==> src/rtl/fetch_pkg.sv <==
// fetch_pkg: shared state encoding and defaults for the instruction fetch queue.
package fetch_pkg;
  typedef enum logic [1:0] {IDLE = 2'd0, WAIT_ACK = 2'd1, DRAIN = 2'd2} state_e;
  localparam int DEF_DEPTH = 4;
  localparam int DEF_ADDR_W = 32;
  localparam int DEF_DATA_W = 32;
  localparam int STALL_W = 16;
  localparam logic [STALL_W-1:0] STALL_MAX = '1;
endpackage

==> src/rtl/fetch_fifo.sv <==
// fetch_fifo: registered FIFO with separate occupancy count; flush beats push and pop.
module fetch_fifo
  import fetch_pkg::*;
#(
  parameter int DEPTH = DEF_DEPTH,
  parameter int W = DEF_ADDR_W + DEF_DATA_W
) (
  input  logic                     clk,
  input  logic                     clr,
  input  logic                     push,
  input  logic                     pop,
  input  logic                     flush,
  input  logic [W-1:0]             din,
  output logic [W-1:0]             dout,
  output logic [$clog2(DEPTH):0]   count
);
  localparam int PW = $clog2(DEPTH);
  localparam int CW = PW + 1;
  logic [W-1:0] mem_q [DEPTH];
  logic [W-1:0] mem_d [DEPTH];
  logic [PW-1:0] wr_q, wr_d, rd_q, rd_d;
  logic [CW-1:0] cnt_q, cnt_d;
  logic do_push, do_pop;
  always_comb begin
    do_push = push && !flush && (cnt_q < CW'(DEPTH));
    do_pop = pop && !flush && (cnt_q != '0);
    mem_d = mem_q;
    if (do_push) mem_d[wr_q] = din;
    wr_d = flush ? '0 : wr_q + PW'(do_push);
    rd_d = flush ? '0 : rd_q + PW'(do_pop);
    cnt_d = flush ? '0 : cnt_q + CW'(do_push) - CW'(do_pop);
  end
  always_ff @(posedge clk or posedge clr) begin
    if (clr) begin
      mem_q <= '{default: '0};
      wr_q <= '0;
      rd_q <= '0;
      cnt_q <= '0;
    end else begin
      mem_q <= mem_d;
      wr_q <= wr_d;
      rd_q <= rd_d;
      cnt_q <= cnt_d;
    end
  end
  assign dout = (cnt_q != '0) ? mem_q[rd_q] : '0;
  assign count = cnt_q;
endmodule

==> src/rtl/instr_fetch_queue.sv <==
// instr_fetch_queue: fetches each accepted PC over req/ack and queues {pc, instr} for decode.
module instr_fetch_queue
  import fetch_pkg::*;
#(
  parameter int DEPTH = DEF_DEPTH,
  parameter int ADDR_W = DEF_ADDR_W,
  parameter int DATA_W = DEF_DATA_W
) (
  input  logic                     clk,
  input  logic                     clr,
  input  logic [ADDR_W-1:0]        pc_in,
  input  logic                     pc_valid,
  output logic                     pc_ready,
  input  logic                     flush,
  output logic                     imem_req,
  output logic [ADDR_W-1:0]        imem_addr,
  input  logic                     imem_ack,
  input  logic [DATA_W-1:0]        imem_rdata,
  output logic                     if_valid,
  output logic [ADDR_W-1:0]        if_pc,
  output logic [DATA_W-1:0]        if_instr,
  input  logic                     id_ready,
  output logic [$clog2(DEPTH):0]   fifo_count,
  output logic [STALL_W-1:0]       stall_cycles
);
  localparam int CW = $clog2(DEPTH) + 1;
  state_e state_q, state_d;
  logic req_q, req_d;
  logic [ADDR_W-1:0] addr_q, addr_d;
  logic [STALL_W-1:0] stall_q, stall_d;
  logic push;
  assign pc_ready = (state_q == IDLE) && !flush && (fifo_count < CW'(DEPTH));
  always_comb begin
    state_d = state_q;
    addr_d = addr_q;
    push = 1'b0;
    case (state_q)
      IDLE: if (pc_valid && pc_ready) begin
        addr_d = pc_in;
        state_d = WAIT_ACK;
      end
      WAIT_ACK: if (imem_ack) begin
        push = !flush;
        state_d = IDLE;
      end else if (flush) state_d = DRAIN;
      DRAIN: if (imem_ack) state_d = IDLE;
      default: state_d = IDLE;
    endcase
    req_d = state_d != IDLE;
    stall_d = (state_q != IDLE && stall_q != STALL_MAX) ? stall_q + STALL_W'(1) : stall_q;
  end
  always_ff @(posedge clk or posedge clr) begin
    if (clr) begin
      state_q <= IDLE;
      req_q <= 1'b0;
      addr_q <= '0;
      stall_q <= '0;
    end else begin
      state_q <= state_d;
      req_q <= req_d;
      addr_q <= addr_d;
      stall_q <= stall_d;
    end
  end
  fetch_fifo #(.DEPTH(DEPTH), .W(ADDR_W + DATA_W)) u_fifo (
    .clk(clk),
    .clr(clr),
    .push(push),
    .pop(id_ready && if_valid),
    .flush(flush),
    .din({addr_q, imem_rdata}),
    .dout({if_pc, if_instr}),
    .count(fifo_count)
  );
  assign if_valid = fifo_count != '0;
  assign imem_req = req_q;
  assign imem_addr = addr_q;
  assign stall_cycles = stall_q;
endmodule

==> config.mk <==
export PLATFORM = sky130hd
export DESIGN_NAME = instr_fetch_queue
export DESIGN_NICKNAME = d
export VERILOG_FILES = /design/src/rtl/fetch_pkg.sv /design/src/rtl/fetch_fifo.sv /design/src/rtl/instr_fetch_queue.sv
export SDC_FILE = /design/constraint.sdc
export NUM_CORES = 1
export LEC_CHECK = 0
export BUFFER_PORTS_ARGS = -buffer_cell sky130_fd_sc_hd__clkbuf_2
export CAP_MARGIN = 20
export CORE_MARGIN = 10
export CORE_UTILIZATION = 35
export CTS_CLUSTER_DIAMETER = 200
export DETAILED_ROUTE_END_ITERATION = 7
export GPL_TIMING_DRIVEN = 0
export HOLD_SLACK_MARGIN = 0.02
export PLACE_DENSITY = 0.49
export REMOVE_ABC_BUFFERS = 1
export SLEW_MARGIN = 30
export SYNTH_ARGS = -nofsm -noshare
export SYNTH_HDL_FRONTEND = slang
export SYNTH_SLANG_ARGS = --single-unit
==> constraint.sdc <==
create_clock -name clk -period 13.6 [get_ports clk]
set_clock_uncertainty 0.2 [all_clocks]
set_input_delay 2.72 -clock clk [delete_from_list [all_inputs] [get_ports clk]]
set_output_delay 2.72 -clock clk [all_outputs]
set_load 0.01 [all_outputs]
* Word level (Yosys, flattened, before mapping)
Index checks and enable logic that the tools add are counted.
Operators by class: add/sub/neg operators 5, order comparisons 4, eq/ne operators 3, mux-type cells 17, bitwise gates (word level) 2, reduce and logical (&&, ||, !) cells 16
Operators by type and width (count):
- $bwmux W256 | 1
- $mux W64 | 4
- $bmux W64 S2 | 1
- $demux W64 S2 | 1
- $add A16 B1 Y16 const B | 1
- $ne A16 B16 Y1 const B | 1
- $mux W2 | 6
- $logic_and A1 B1 Y1 | 10
- $ge A3 B3 Y1 const B | 2
- $not A2 Y3 | 2
- $pmux W2 S3 | 1
- $add A2 B1 Y2 | 2
- $reduce_bool A2 Y1 | 2
- $add A3 B1 Y3 | 1
- $lt A3 B1 Y1 const B | 1
- $lt A3 B3 Y1 const B | 1
- $mux W3 | 1
- $reduce_bool A3 Y1 | 1
- $sub A3 B1 Y3 | 1
- $eq A2 B1 Y1 const B | 1
- $eq A2 B2 Y1 const B | 1
- $logic_not A2 Y1 | 1
- $mux W1 | 2
- $reduce_and A2 Y1 | 1
- $logic_not A1 Y1 | 1
Word-level totals: bits in registers 314, input bits 70, output and inout bits 118, logic and storage cells 58

* Depth between registers and ports, before layout
Gate-level depths: netlist (run 1).
word-level depth 8, mapped depth 10, gate-level depth less buffers 9

* Modules after synthesis
A second synthesis (run 1) with hierarchy kept.
Second synthesis, totals: cell total of the unflattened synthesis 885, area, all modules 13979.7 µm²
By module, submodules not included:
- fetch_fifo | times used 1, cells each 723, area an instance 11812.6 µm²
- instr_fetch_queue | times used 1, cells each 162, area an instance 2167.1 µm²

* Least setup slack after synthesis (run 1)
Ideal clock, no wire load.
path kind in2out, start input port flush, end output port pc_ready, arrival time 3360 ps, data required time 10680 ps, path slack 7320 ps, cell stages on the path 1, path buffers 0, path through nor4_1
Between the ends: cells in the longest elaborated chain, start to end 3
RTL lines:
- start: declaration | line instr_fetch_queue.sv:14 | input logic flush,
- $logic_not A1 Y1 | line instr_fetch_queue.sv:32 | assign pc_ready = (state_q == IDLE) && !flush && (fifo_count < CW'(DEPTH));
- $logic_and A1 B1 Y1 (2 in series) | line instr_fetch_queue.sv:32
- end: declaration | line instr_fetch_queue.sv:13 | output logic pc_ready,
No other way between the ends.

* Worst setup path after layout (run 1)
Same ends and word-level chain as after synthesis.

==> results.json, run 1 <==
{
  "status": "finished clean",
  "critPathLaunchType": "primary input",
  "yosys_warnings": 0,
  "stdcell_count": 1628,
  "fin_ws_ns": 6.791,
  "cts.sinks": 314,
  "firstDrtPassIters": 4,
  "finalHoldViolCount": 0,
  "powerDensity_mw_per_mm2": 177.3,
  "clock_latency_ns": 0.53,
  "crit_start": "flush",
  "via_per_inst": 4.945,
  "drive_above_1_share_pct": 57.26,
  "ys.flop_type": "dfrtp_1",
  "syn-cell-area_mm2": 0.01412,
  "grt_pass1_wl_mm": 52.82,
  "initial_core_util_pct": 35.45,
  "track_usage_pct": 13.38,
  "synth_edf_count": 0,
  "layout_min_cycle_time_ns": 6.809,
  "gp_congestion": 0.7211,
  "design.portCount": 188,
  "grt_overflow": 0,
  "cts_max_level": 2,
  "setup-violations-final": 0,
  "cp_common_cell": "clkbuf_2",
  "syn_to_final_growth_pct": 20.25,
  "vdd_drop_max_mv": 0.1323,
  "cts_buffers": 38,
  "dpl.hpwl_mm": 21.79,
  "power_mw": 3.009,
  "cts_tree": "done",
  "clk_pin_slew_ns": 0.05,
  "cts_resized": 0,
  "placed_cell_area_mm2": 0.01581,
  "crit_chain": "clkbuf_2 > nor4_1 > clkbuf_2",
  "syn_avg_cell_area_um2": 16.10,
  "wl_per_cell_um": 20.00,
  "cp-end-kind": "output port",
  "clock_path_buffers": 3,
  "std_cell_rows": 73,
  "ys_types": 43,
  "ys_async_sr_fraction_pct": 100.0,
  "cp.arrival_ns": 3.89,
  "final_area_mm2": 0.01698,
  "die_h_um": 220.8,
  "drt_iter0_drc": 332,
  "cp_max_fo": 12,
  "cts_hold_buf": 0,
  "synth.ff_latch_count": 314,
  "vias": 8050,
  "cts_root_buf": "clkbuf_16",
  "hold_path.startpoint": "u_fifo.mem_q[222]",
  "slew_headroom_pct": 49.72,
  "max_stage_delay_ns": 0.71,
  "hp-class": "flop to flop",
  "worstSetupPathType": "primary input to output port",
  "die-area_mm2": 0.04876,
  "critPathRequiredTime_ns": 10.68,
  "r2r-start": "u_fifo.count[2]",
  "drt.antenna.violating_nets": 0,
  "hold-path-cell-count": 1,
  "io_buffers": 187,
  "fin_crit_sh_pct": 50.07,
  "routed_wl_mm": 32.56,
  "drc": 0,
  "tightest_slew_ns": 0.7473,
  "finalNetCount": 1159,
  "drv_cap": 0,
  "dieWidth_um": 220.8,
  "leakage_nw": 8.182,
  "grt_max_degree": 89,
  "core_area_mm2": 0.03982,
  "slew_violations": 0,
  "post_cts.repair.setup_buffers": 0,
  "fmax_mhz": 146.9,
  "tns_ns": 0,
  "dp.cells": 1568,
  "antenna_found_initial": 1,
  "rsz0062_at_grt": "no",
  "synthCells": 877,
  "synth_seq_area_share_pct": 55.66,
  "slowest_stage": "nor4_1",
  "worst_r2r_path_depth": 10,
  "dp_slack_ns": 6.778,
  "first_global_vias": 9003
}
==> flip-flops by register name, summed over array words and instances, names as in the netlist <==
signal        count
imem_req          1
u_fifo.rd_q       2
u_fifo.wr_q       2
stall_cycles     16
state_q           2
imem_addr        32
u_fifo.count      3
u_fifo.mem_q    256
==> worst paths after layout <==
path / end / slack [ns]
max: pc_ready / 6.79
min: u_fifo.mem_q[222] / 0.28
max reg2reg: u_fifo.count[2] / 10.68
min reg2reg: u_fifo.mem_q[222] / 0.28
max in group asynchronous: imem_addr[3] / 9.92
min in group asynchronous: stall_cycles[11] / 2.05
==> where the power goes <==
part	leakage [nW]	switching, mW	internal, mW
Clock	0.579	0.382	0.575
Sequential	4.17	0.158	1.12
Combinational	3.44	0.341	0.432
Total	8.18	0.880	2.13
==> metal layers <==
metal  up-vias  wire, um  track usage, %
met5         -         0               0
met4         0       623           4.381
met3        38      1282           2.979
met2       130     16100           22.11
met1      4268     14550           17.04
li1       3614         -               -
==> kinds of logic (layout without fill, tap and decap cells) <==
family / count (synthesis) / count (layout) / synth area share, %
buffers and inverters: 59 / 284 / 3.351
adders and majority gates: 6 / 6 / 0.5850
xor gates and xnor gates: 14 / 14 / 0.8686
AOI/OAI and AO/OA: 19 / 19 / 0.8776
DFF: 314 / 314 / 55.66
muxes: 356 / 356 / 33.88
other: 0 / 1 / 0
and+or+nand+nor: 109 / 109 / 4.778
==> metrics by stage <==
stage | hold WS, ns | util, %
6_report | 0.2818 | 42.63
5_1_grt | 0.3087 | 42.62
4_1_cts | 0.2865 | 42.62
3_5_place_dp | 0.2743 | 39.71
3_3_place_gp | 0.2705 | 38.31
2_1_floorplan | 0.2534 | -
==> area by class of cell <==
class / count / area (um^2)
inverter: 5 / 26.28
multi-input combinational: 504 / 5802
timing repair buffer: 220 / 1463
tap: 525 / 656.9
antenna: 1 / 2.502
sequential: 314 / 7865
clock inverter: 8 / 68.82
fill: 3758 / 22850
clock buffer: 51 / 1091
==> cells in the mapped netlist (all sizes together) (3+ instances only) <==
library cell	count	area [um^2]
nand2	4	17.52
buf	46	424.2
and3	6	37.54
o21ai	4	20.02
nand3	5	37.54
nor2	11	41.29
xnor2	10	87.58
and2	65	406.6
nor2b	5	38.78
nand4	3	18.77
inv	5	18.77
dfrtp	314	7858
o211ai	4	30.03
xor2	4	35.03
clkbuf	8	30.03
mux4	64	1441
mux2	292	3341
a21oi	5	25.02
ha	5	62.56
==> worst max-delay path, delay by kind of cell <==
family                 cells  cell delay [ns]
buffers and inverters      2             0.46
and+or+nand+nor            1             0.71
==> layout by cell type, fill, tap and decap left out, drive strengths merged, types with 2 or more instances in the layout <==
cell type and n:
dfrtp 314, mux2 292, clkbuf 238, and2 65, mux4 64, buf 33, nor2 11, xnor2 10
and3 6, clkinv 6, inv 6, a21oi 5, ha 5, nor2b 5, nand3 5, o21ai 4
xor2 4, o211ai 4, nand2 4, nand4 3, nand3b 2
No activity file was read; power rests on OpenSTA's default activity.
==> run 2, diff against run 1 <==
--- a/config.mk
+++ b/config.mk
@@ -13,7 +13,7 @@
 export DETAILED_ROUTE_END_ITERATION = 7
 export GPL_TIMING_DRIVEN = 0
 export HOLD_SLACK_MARGIN = 0.02
-export PLACE_DENSITY = 0.49
+export PLACE_DENSITY = 0.51
 export REMOVE_ABC_BUFFERS = 1
 export SLEW_MARGIN = 30
 export SYNTH_ARGS = -nofsm -noshare
==> constraint.sdc (replaced) <==
create_clock -name clk -period 5.5 [get_ports clk]
set_clock_uncertainty 0.2 [all_clocks]
set_input_delay 1.1 -clock clk [delete_from_list [all_inputs] [get_ports clk]]
set_output_delay 1.1 -clock clk [all_outputs]
set_load 0.01 [all_outputs]
==> results.json, run 2 (synthesized netlist as in run 1, its figures left out) <==
{
  "std_cell_rows": 73,
  "cts_root_buf": "clkbuf_16",
  "wl_per_cell_um": 20.04,
  "mostFrequentLayoutCell": "dfrtp_1",
  "cts_hold_buf": 0,
  "clock_path_buffers": 3,
  "worst_hold_slack_ns": 0.2801,
  "cp_max_fo": 27,
  "wl_met3_mm": 1.221,
  "worstSetupPathType": "flop to output port",
  "drive_above_1_share_pct": 57.22,
  "cts_buffers": 37,
  "fmax_mhz": 248.5,
  "fin_crit_sh_pct": 73.16,
  "r2r-start": "state_q[0]",
  "cp.arrival_ns": 2.72,
  "cp-end-kind": "output port",
  "crit_start": "u_fifo.rd_q[1]",
  "syn_to_final_growth_pct": 20.82,
  "worst_r2r_path_depth": 9,
  "critPathTopFamily": "flip-flops",
  "powerDensity_mw_per_mm2": 443.9,
  "max_stage_delay_ns": 0.78,
  "hp-class": "primary input to async pin",
  "r2r_slack_ns": 2.52,
  "final_area_mm2": 0.01706,
  "dieWidth_um": 220.8,
  "cp_common_cell": "buf_12",
  "wl_met1_mm": 14.80,
  "cts_tree": "done",
  "gp_congestion": 0.7299,
  "routed_wl_mm": 32.73,
  "grt_overflow": 0,
  "reg2reg_to": "u_fifo.mem_q[73]",
  "layout_min_cycle_time_ns": 4.024,
  "placed_cell_area_mm2": 0.01581,
  "slowest_stage": "dfrtp_4",
  "clk_pin_slew_ns": 0.06,
  "firstDrtPassIters": 5,
  "vdd_drop_max_mv": 0.3078,
  "first_global_vias": 8978,
  "crit_cells": 5,
  "status": "finished clean",
  "maxUsedRoutingLayer": "met4",
  "dpl.hpwl_mm": 21.97,
  "critPathRequiredTime_ns": 4.20,
  "antenna_cells": 0,
  "crit_chain": "buf_12 > buf_12 > mux4_2 > and2_1 > clkbuf_2",
  "final_cell_mix": "dfrtp_1, mux2_2, clkbuf_2",
  "leakage_nw": 8.218,
  "via_per_inst": 4.920,
  "drt_iter0_drc": 303,
  "finalNetCount": 1159,
  "dp_slack_ns": 1.595,
  "die-area_mm2": 0.04876,
  "dp.cells": 1569,
  "tightest_slew_ns": 0.7007,
  "grt_max_degree": 87,
  "setup-violations-final": 0,
  "cp_num_buf_inv": 3,
  "die_h_um": 220.8,
  "antenna_found_initial": 0,
  "design.portCount": 188,
  "finalHoldViolCount": 0,
  "cts_resized": 0,
  "critPathLaunchType": "flop",
  "initial_core_util_pct": 35.45,
  "drt.antenna.violating_nets": 0,
  "crit_path_end": "if_pc[1]",
  "largest_reg_flops": 256,
  "largest_register": "u_fifo.mem_q",
  "track_usage_pct": 13.52,
  "cts_max_level": 2,
  "rsz0062_at_grt": "no",
  "vias": 8034,
  "drv_cap": 0,
  "drc": 0,
  "nFillCells": 3709,
  "io_buffers": 187,
  "slew_headroom_pct": 52.85,
  "fin_ws_ns": 1.476,
  "stdcell_count": 1633,
  "core_area_mm2": 0.03982,
  "slew_violations": 0,
  "clock_latency_ns": 0.55,
  "post_cts.repair.setup_buffers": 0,
  "met2_length_mm": 16.02,
  "grt_pass1_wl_mm": 53.34,
  "cts.sinks": 314
}
-- run 2: cell types whose count changed in the layout (fill, tap and decap cells not counted) --
cell	before	now
buf_16	6	4
clkinv_2	6	3
diode_2	1	0
clkbuf_8	7	11
buf_12	4	7
bufinv_16	1	2
buf_6	17	18
clkbuf_1	5	8
buf_8	6	5
-- run 2: power by group --
group	total, mW	internal (mW)	leakage, nW	switching, mW
logic	1.89	1.07	3.44	0.828
registers	3.18	2.77	4.17	0.409
clock network	2.50	1.53	0.614	0.963
-- run 2: worst min-delay path by stage --
stage | from | endpoint | cells after the start
CTS | clr | stall_cycles[7] | 2
global route | clr | stall_cycles[7] | 2
detailed placement | u_fifo.mem_q[206] | u_fifo.mem_q[206] | 1
finish | clr | stall_cycles[7] | 2
global placement | u_fifo.mem_q[206] | u_fifo.mem_q[206] | 1
floorplan | u_fifo.mem_q[206] | u_fifo.mem_q[206] | 1
-- run 2: metrics by stage --
| step | total power, mW | setup TNS, ns | util (%) |
|---|---|---|---|
| floorplan | 4.330 | -1408.65 | - |
| global route | 8.039 | 0 | 42.83 |
| finish | 7.571 | 0 | 42.83 |
| global placement | 5.150 | -3063.29 | 38.31 |
| CTS | 7.746 | 0 | 42.83 |
| detailed placement | 5.182 | 0 | 39.71 |
-- run 2: per-layer routing --
layer  up-vias  GRT usage [%]
li1       3615              -
met1      4239          17.43
met2       138          22.17
met3        42          2.795
met4         0          4.668
met5         -              0
-- run 2: worst reg2reg max path, cell delays in order, from the launching register on --
cell      delay, ns
dfrtp_1        0.40
nor2b_4        0.19
and3_1         0.36
nand3b_1       0.49
buf_8          0.33
buf_6          0.15
buf_6          0.15
buf_8          0.15
buf_8          0.15
mux2_2         0.27
-- run 2: area by class of cell --
type                       instances  area [um^2]  share of cell area, %
clock inverter                     6        83.83                 0.4915
inverter                           5        26.28                 0.1541
clock buffer                      58         1157                  6.786
multi-input combinational        504         5802                  34.02
timing repair buffer             221         1464                  8.583
tap                              525        656.9                  3.852
sequential                       314         7865                  46.12
